[src/rtl/qadd_pkg.sv]
// Shared word format for the sign-magnitude adder: one sign bit over an
// unsigned magnitude, plus the constants the datapath needs.
package qadd_pkg;

   localparam int N = 32;

   typedef struct packed {
      logic         sgn;
      logic [N-2:0] mag;
   } sm_t;

   localparam sm_t          SM_ZERO    = '0;
   localparam logic [N-2:0] SM_MAG_MAX = '1;

endpackage

[src/rtl/qadd_sm_lane.sv]
// One lane of the sign-magnitude add/sub pipeline: stage 1 orders the
// magnitudes and resolves signs, stage 2 does the magnitude arithmetic.
module qadd_sm_lane
   import qadd_pkg::*;
#(
   parameter bit SAT = 1'b1
) (
   input  logic         clk,
   input  logic         rst_n,
   input  logic         load1,
   input  logic         load2,
   input  logic         op_sub,
   input  logic [N-1:0] a,
   input  logic [N-1:0] b,
   output logic [N-1:0] c,
   output logic         ovf
);

   sm_t          a_sm, b_sm;
   logic         a_sgn, b_sgn, a_big;
   logic [N-2:0] big_q, small_q;
   logic         eff_add_q, sgn_q;
   logic [N-1:0] sum;
   logic [N-2:0] mag_n;
   logic         ovf_n, sgn_n;

   assign a_sm = a;
   assign b_sm = b;

   // A zero magnitude never carries a sign, so -0 behaves exactly like +0.
   assign a_sgn = a_sm.sgn && (a_sm.mag != '0);
   assign b_sgn = (b_sm.sgn ^ op_sub) && (b_sm.mag != '0);
   assign a_big = (a_sm.mag >= b_sm.mag);

   always_ff @(posedge clk or negedge rst_n) begin
      if (!rst_n) begin
         big_q     <= '0;
         small_q   <= '0;
         eff_add_q <= 1'b0;
         sgn_q     <= 1'b0;
      end else if (load1) begin
         big_q     <= a_big ? a_sm.mag : b_sm.mag;
         small_q   <= a_big ? b_sm.mag : a_sm.mag;
         eff_add_q <= (a_sgn == b_sgn);
         sgn_q     <= (a_sgn == b_sgn) ? a_sgn : (a_big ? a_sgn : b_sgn);
      end
   end

   assign sum = {1'b0, big_q} + {1'b0, small_q};

   always_comb begin
      mag_n = '0;
      ovf_n = 1'b0;
      if (eff_add_q) begin
         ovf_n = sum[N-1];
         mag_n = (SAT && sum[N-1]) ? SM_MAG_MAX : sum[N-2:0];
      end else begin
         mag_n = big_q - small_q;
      end
      sgn_n = sgn_q && (mag_n != '0);
   end

   always_ff @(posedge clk or negedge rst_n) begin
      if (!rst_n) begin
         c   <= SM_ZERO;
         ovf <= 1'b0;
      end else if (load2) begin
         c   <= {sgn_n, mag_n};
         ovf <= ovf_n;
      end
   end

endmodule

[src/rtl/qadd_sm_pipe.sv]
// Multi-lane 2-stage sign-magnitude adder/subtractor with saturation,
// per-lane overflow and a sticky overflow flag.
module qadd_sm_pipe
   import qadd_pkg::*;
#(
   parameter int Q     = 15,
   parameter int N     = qadd_pkg::N,
   parameter int LANES = 4,
   parameter bit SAT   = 1'b1
) (
   input  logic               clk,
   input  logic               rst_n,
   input  logic               in_valid,
   output logic               in_ready,
   input  logic               op_sub,
   input  logic [LANES*N-1:0] a,
   input  logic [LANES*N-1:0] b,
   output logic               out_valid,
   input  logic               out_ready,
   output logic [LANES*N-1:0] c,
   output logic [LANES-1:0]   ovf,
   output logic               ovf_sticky,
   input  logic               clr_sticky
);

   // The lane datapath is sized from the package word width.
   if (N != qadd_pkg::N || Q >= N) begin : g_param_check
      $error("qadd_sm_pipe: N must equal qadd_pkg::N and Q must be below N");
   end

   logic s1_valid, s2_valid;
   logic en1, en2, load1, load2;

   // Handshake: a beat moves on in_valid && in_ready and leaves on
   // out_valid && out_ready; a stage advances when the one after it is empty
   // or advancing, so in_ready is combinational from out_ready and a stalled
   // output holds c/ovf/out_valid unchanged.
   assign en2       = !s2_valid || out_ready;
   assign en1       = !s1_valid || en2;
   assign in_ready  = en1;
   assign load1     = en1 && in_valid;
   assign load2     = en2 && s1_valid;
   assign out_valid = s2_valid;

   always_ff @(posedge clk or negedge rst_n) begin
      if (!rst_n) begin
         s1_valid   <= 1'b0;
         s2_valid   <= 1'b0;
         ovf_sticky <= 1'b0;
      end else begin
         if (en1) s1_valid <= in_valid;
         if (en2) s2_valid <= s1_valid;
         if (s2_valid && out_ready && (|ovf)) ovf_sticky <= 1'b1;
         else if (clr_sticky)                 ovf_sticky <= 1'b0;
      end
   end

   for (genvar i = 0; i < LANES; i++) begin : g_lane
      qadd_sm_lane #(.SAT(SAT)) u_lane (
         .clk    (clk),
         .rst_n  (rst_n),
         .load1  (load1),
         .load2  (load2),
         .op_sub (op_sub),
         .a      (a[i*N +: N]),
         .b      (b[i*N +: N]),
         .c      (c[i*N +: N]),
         .ovf    (ovf[i])
      );
   end

endmodule

[config.mk]
export PLATFORM = sky130hd
export DESIGN_NAME = qadd_sm_pipe
export DESIGN_NICKNAME = d
export VERILOG_FILES = /design/src/rtl/qadd_pkg.sv /design/src/rtl/qadd_sm_lane.sv /design/src/rtl/qadd_sm_pipe.sv
export SDC_FILE = /design/constraint.sdc
export NUM_CORES = 2
export LEC_CHECK = 0
export BUFFER_PORTS_ARGS = -buffer_cell sky130_fd_sc_hd__buf_2
export CAP_MARGIN = 20
export CORE_ASPECT_RATIO = 2
export CORE_MARGIN = 4
export CORE_UTILIZATION = 30
export CTS_CLUSTER_DIAMETER = 100
export DETAILED_ROUTE_END_ITERATION = 10
export GPL_TIMING_DRIVEN = 0
export MAX_ROUTING_LAYER = met4
export SYNTH_ARGS = -nofsm -noshare
export SYNTH_HDL_FRONTEND = slang
export SYNTH_SLANG_ARGS = --single-unit
[constraint.sdc]
create_clock -name clk -period 10.4 [get_ports clk]
set_clock_uncertainty 0.15 [all_clocks]
set_input_delay 2.08 -clock clk [delete_from_list [all_inputs] [get_ports clk]]
set_output_delay 2.08 -clock clk [all_outputs]
set_load 0.005 [all_outputs]
-- After elaboration in Yosys (flattened, before gate mapping)
Cells that the tools add are included.
- register bits: 391
- input bits: 262
- magnitude comparators: 4
- equality and inequality tests: 4
- add/subtract/negate cells: 8
- reduce and logical (&&, ||, !) cells: 34
- bitwise gates (word level): 4
- muxes and demuxes: 30
- operator list (kind ; number):
    31-bit two-way mux ; 16
    31-bit nonzero test ; 12
    31-bit by 31-bit adder with 32-bit output ; 4
    31-bit greater-or-equal comparator ; 4
    31-bit subtractor ; 4
    1-bit logical AND ; 16
    1-bit two-way mux ; 14
    1-bit == test ; 4
    4-bit OR reduction ; 1
    1-bit XOR ; 4
    1-bit zero test ; 2
    1-bit logical OR ; 2
    2-bit nonzero test ; 1

-- Longest topological paths before layout
- word-level depth: 5
- gate-level depth with buffers: 17
- mapped depth without buffers: 15

-- Cells and area by module
Synthesis repeated with hierarchy kept, for this count alone.
- cell total of the unflattened synthesis: 4481
- area total of the unflattened synthesis: 36427.4 µm²
- modules (own cells, without submodules) (module ; cells an instance ; times used ; area each (µm²) ; sequential area each (µm²)):
    qadd_sm_lane at g_lane[0].u_lane ... ; 1151 ; 2 ; 9261.4 ; 2427.3
    qadd_sm_lane at g_lane[2].u_lane ... ; 1083 ; 2 ; 8874.8 ; 2427.3
    qadd_sm_pipe ; 13 ; 1 ; 155.1 ; 75.1

-- Worst setup path before layout
Ideal clock, no wire load.
- path kind: input to register
- start point: input b[1]
- end point: register g_lane[0].u_lane.big_q[0]
- setup time: 0.123 ns
- arrival: 4.992 ns
- stages on the path: 16
- setup slack: 5.136 ns
- data required time: 10.127 ns
- path through: inv_1 -> ha_1 -> nor2b_1 -> o21a_1 -> o21a_1 -> o21a_1 -> o21a_1 -> o21ai_0 -> a21oi_1 -> a2111oi_0 -> a21oi_1 -> or2_2 -> or3_1 -> clkbuf_1 -> clkbuf_1 -> o221a_2
- longest elaborated chain between the ends: 2
- RTL lines (element ; line ; RTL):
    start: declaration ; qadd_sm_pipe.sv:17 ; input logic [LANES*N-1:0] b,
    31-bit greater-or-equal comparator ; qadd_sm_lane.sv:33 ; assign a_big = (a_sm.mag >= b_sm.mag);
    31-bit two-way mux ; qadd_sm_lane.sv:42 ; big_q <= a_big ? a_sm.mag : b_sm.mag;
    end signal: assignment ; qadd_sm_lane.sv:42 ;
    end: declaration ; qadd_sm_lane.sv:21 ; logic [N-2:0] big_q, small_q;
Every way passes these cells.
A chain may end at the register's enable or synchronous reset.

-- Worst setup path in the final report
- start point: register g_lane[3].u_lane.big_q[6]
- end point: register g_lane[3].u_lane.c[31]
- longest elaborated chain between the ends: 5
- elaborated cells on any way between the ends: 6
- classes of those cells: add/sub (2); mux (2); reduce/logical (2)
- RTL lines (element ; line ; RTL):
    start: declaration ; qadd_sm_lane.sv:21 ;
    start signal: assignment ; qadd_sm_lane.sv:42 ;
    31-bit by 31-bit adder with 32-bit output ; qadd_sm_lane.sv:49 ; assign sum = {1'b0, big_q} + {1'b0, small_q};
    31-bit two-way mux ; qadd_sm_lane.sv:56 ; mag_n = (SAT && sum[N-1]) ? SM_MAG_MAX : sum[N-2:0];
    31-bit two-way mux (*) ; qadd_sm_lane.sv:54 ; if (eff_add_q) begin
    31-bit nonzero test (*) ; qadd_sm_lane.sv:60 ; sgn_n = sgn_q && (mag_n != '0);
    1-bit logical AND (*) ; qadd_sm_lane.sv:60 ;
    end signal: assignment ; qadd_sm_lane.sv:68 ; c <= {sgn_n, mag_n};
    end: declaration ; qadd_sm_lane.sv:15 ; output logic [N-1:0] c,
Every way passes the cells marked *; elsewhere a longest branch is shown, timed or not.

==> impl_metrics.tcl <==
set metrics [dict create \
    status "completed" \
    numPortBuffers 396 \
    register_area_um2 9780 \
    number_of_max_slew_violations_in_the_final_report 0 \
    initial_core_util_pct 30.3 \
    multi_input_area_um2 23300 \
    dp_worst_setup_slack_ns 3.71 \
    worst_ep_required_time_ns 10.73 \
    setup_viol_count_final 0 \
    comb_power_share_pct 55.9 \
    drv_cap 0 \
    gp_routability_congestion 1.08 \
    post_synth_inst_count 4526 \
    fp.dieArea_um2 125000 \
    synth_nets 5164 \
    worstSetupEndpointType "flip-flop" \
    filler_cell_count 12500 \
    synthDistinctLibCells 96 \
    ys_top_cells_by_area "dfrtp_1 (27%), ha_1 (13%), o21ai_0 (6.2%)" \
    cp_max_fo 10 \
    tritoncts_clock_tree "yes" \
    synthDominantCellAreaShare_pct 27.4 \
    firstDrtPassIters 6 \
    grt_pass1_vias 38900 \
    ctsRootBufferMaster "clkbuf_16" \
    numnets_final 5621 \
    synth_ff_type "dfrtp_1" \
    grt_first_pass_wirelength_um 251000 \
    most_used_standard_cell_by_instance_count_after_synthesis "nand2_1" \
    clock_tree.buffer_depth 3 \
    finalWorstSetupSlack_ns 3.28 \
    cellLeakagePower_nw 18.6 \
    timing_limited_maximum_frequency_ghz 0.140 \
    overflow 0 \
    timing.final.crit_share_pct 68.5 \
    post_cts_buffers 0 \
    setup-tns-final_ns 0 \
    die-width_um 252 \
    postCtsResizedCells 0 \
    overall_via_count_from_detail_route 37800 \
    synth_top_area_cell "dfrtp_1" \
    p_sw_share_pct 48.6 \
    floorplan.die.height_um 496 \
    avgViaCountPerCell 5.73 \
    pin_count 397 \
    critPathLaunchType "flip-flop" \
    internal-power_mw 4.69 \
    routed_wire_length_per_instance_um 26.6 \
    stdcell_count 6591 \
    slew_headroom_pct 12.9 \
    synthTopCellsByCount "nand2_1 (463), o21ai_0 (440), dfrtp_1 (391)" \
    timing_worst_setup_path_type "reg -> reg" \
    synth-async-reset-ratio_pct 100 \
    grt_start_max_net_pins 110 \
    number_of_cts_inserted_buffers 42 \
    pwr-share-clk_pct 18.4 \
    drtIter0Drc 2394 \
    finalHoldViolations 0 \
    postRouteAntennaNets 0 \
    synth_warnings 0 \
    cts.sink_count 391 \
    synthesis.area_um2 35700 \
    wl_um 176000 \
    rsz0062_at_grt "no" \
    clk-insertion-delay-late_ns 0.63 \
    seqPwrFrac_pct 25.8 \
    critical_path_arrival_ns 7.45 \
    drive_above_1_share_pct 12.2 \
    rows 178 \
    placed_cells_incl_taps 6469 \
    total_switching_power_mw 4.44 \
    groute.usage.overall_pct 27.7 \
    syn_avg_cell_area_um2 7.88 \
    cell_pwr_density_nw_per_um2 221 \
    synth_seq_cells 391 \
    ctsHoldBuffers 0 \
    htreeDepth 2 \
    power.ir.vdd_worst_uv 152 \
    antenna_violations_before_repair 50 \
    design.core.area_um2 118000 \
    max_slew.worst_pin.slew_ns 1.31 \
    synth_sequential_area_ratio_pct 27.4 \
    dp.final_hpwl_um 146000 \
    clkSlewWorstSetupHoldPaths_ns 0.06 \
    synth_enable_flop_cells 0 \
    hold_class "reg -> reg" \
    post-route-drc-count 0 \
    areaGrowthSynthToFinish_pct 16.0 \
    fin_crit_ns 7.12 \
]
[critical path, stage by stage, from the launching register on]
cell,delay [ns]
dfrtp_1,0.41
ha_1,0.28
clkbuf_1,0.29
nor2b_1,0.14
a2111oi_0,0.73
a2111oi_0,0.23
buf_1,0.24
nor3_1,0.60
o21ai_1,0.40
a21oi_1,1.01
buf_4,0.39
a21oi_1,0.10
nor2_1,0.73
nand4_1,0.54
nor4_1,0.43
and4_1,0.24
a21oi_1,0.06
[area by class of cell]
cell class / instances / share of cell area (%)
Clock buffer: 56 / 2.84
Timing Repair Buffer: 413 / 5.37
Antenna cell: 47 / 0.284
Buffer: 285 / 2.84
Inverter: 370 / 3.37
Multi-Input combinational cell: 3480 / 56.4
Sequential cell: 391 / 23.6
Clock inverter: 19 / 0.656
Tap cell: 1530 / 4.63
[state kept, by name, summed over array words and instances, names as in the netlist]
signal / count
s1_valid: 1
g_lane.u_lane.c: 128
g_lane.u_lane.ovf: 4
g_lane.u_lane.sgn_q: 4
g_lane.u_lane.big_q: 124
g_lane.u_lane.eff_add_q: 4
g_lane.u_lane.small_q: 124
ovf_sticky: 1
out_valid: 1
[layout by cell type (no fill, tap or decap), types with 87 or more instances in the layout]
| cell type | count |
|---|---|
| a21oi_1 | 300 |
| buf_2 | 407 |
| clkbuf_1 | 252 |
| dfrtp_1 | 391 |
| ha_1 | 368 |
| inv_1 | 368 |
| mux2i_1 | 105 |
| nand2_1 | 463 |
| nand3_1 | 128 |
| nor2_1 | 315 |
| nor3_1 | 101 |
| o21ai_0 | 440 |
| or3_1 | 87 |
[metrics by stage]
stage / power, mW / hold WS (ns) / util [%] / cell area (um2)
2_1_floorplan: 5.32 / 0.299 / - / 35700
3_3_place_gp: 7.32 / 0.313 / 33.6 / 39600
3_5_place_dp: 7.37 / 0.313 / 33.8 / 39800
4_1_cts: 9.08 / 0.328 / 35.0 / 41300
5_1_grt: 9.65 / 0.353 / 35.1 / 41400
6_report: 9.13 / 0.320 / 35.1 / 41400
[metal layers]
metal | vias to the layer above | routed length, um | GRT usage (%)
met1 | 18100 | 57000 | 24.9
met5 | - | 0 | -
li1 | 17500 | - | -
met4 | 0 | 18500 | 22.8
met2 | 1549 | 90300 | 50.4
met3 | 647 | 9760 | 4.95
[path summary, 6_finish.rpt]
check | startpoint | endpoint | slack [ns] | cells past startpoint
setup / recovery | g_lane[3].u_lane.big_q[6] | g_lane[3].u_lane.c[31] | 3.28 | 16
hold / removal | g_lane[3].u_lane.c[23] | g_lane[3].u_lane.c[23] | 0.32 | 2
setup reg to reg | g_lane[3].u_lane.big_q[6] | g_lane[3].u_lane.c[31] | 3.28 | 16
hold reg to reg | g_lane[3].u_lane.c[23] | g_lane[3].u_lane.c[23] | 0.32 | 2
max in group asynchronous | rst_n | g_lane[3].u_lane.c[12] | 7.38 | 3
min in group asynchronous | rst_n | g_lane[1].u_lane.big_q[29] | 1.25 | 1
[kinds of logic after synthesis]
family,synth area share [%]
muxes,3.17
adders and majority gates,13.4
DFF,27.4
AOI/OAI and AO/OA,27.3
xor gates and xnor gates,2.26
buffers and inverters,7.19
and+or+nand+nor,19.3
[power groups by stage]
stage,clock (mW),sequential (mW),combinational [mW]
floorplan,0,2.23,3.10
global placement,0,2.36,4.95
detailed placement,0,2.37,5.00
CTS,1.71,2.34,5.02
global route,1.76,2.39,5.50
finish,1.68,2.35,5.10
Note: power is estimated with default switching activity, not from simulation.
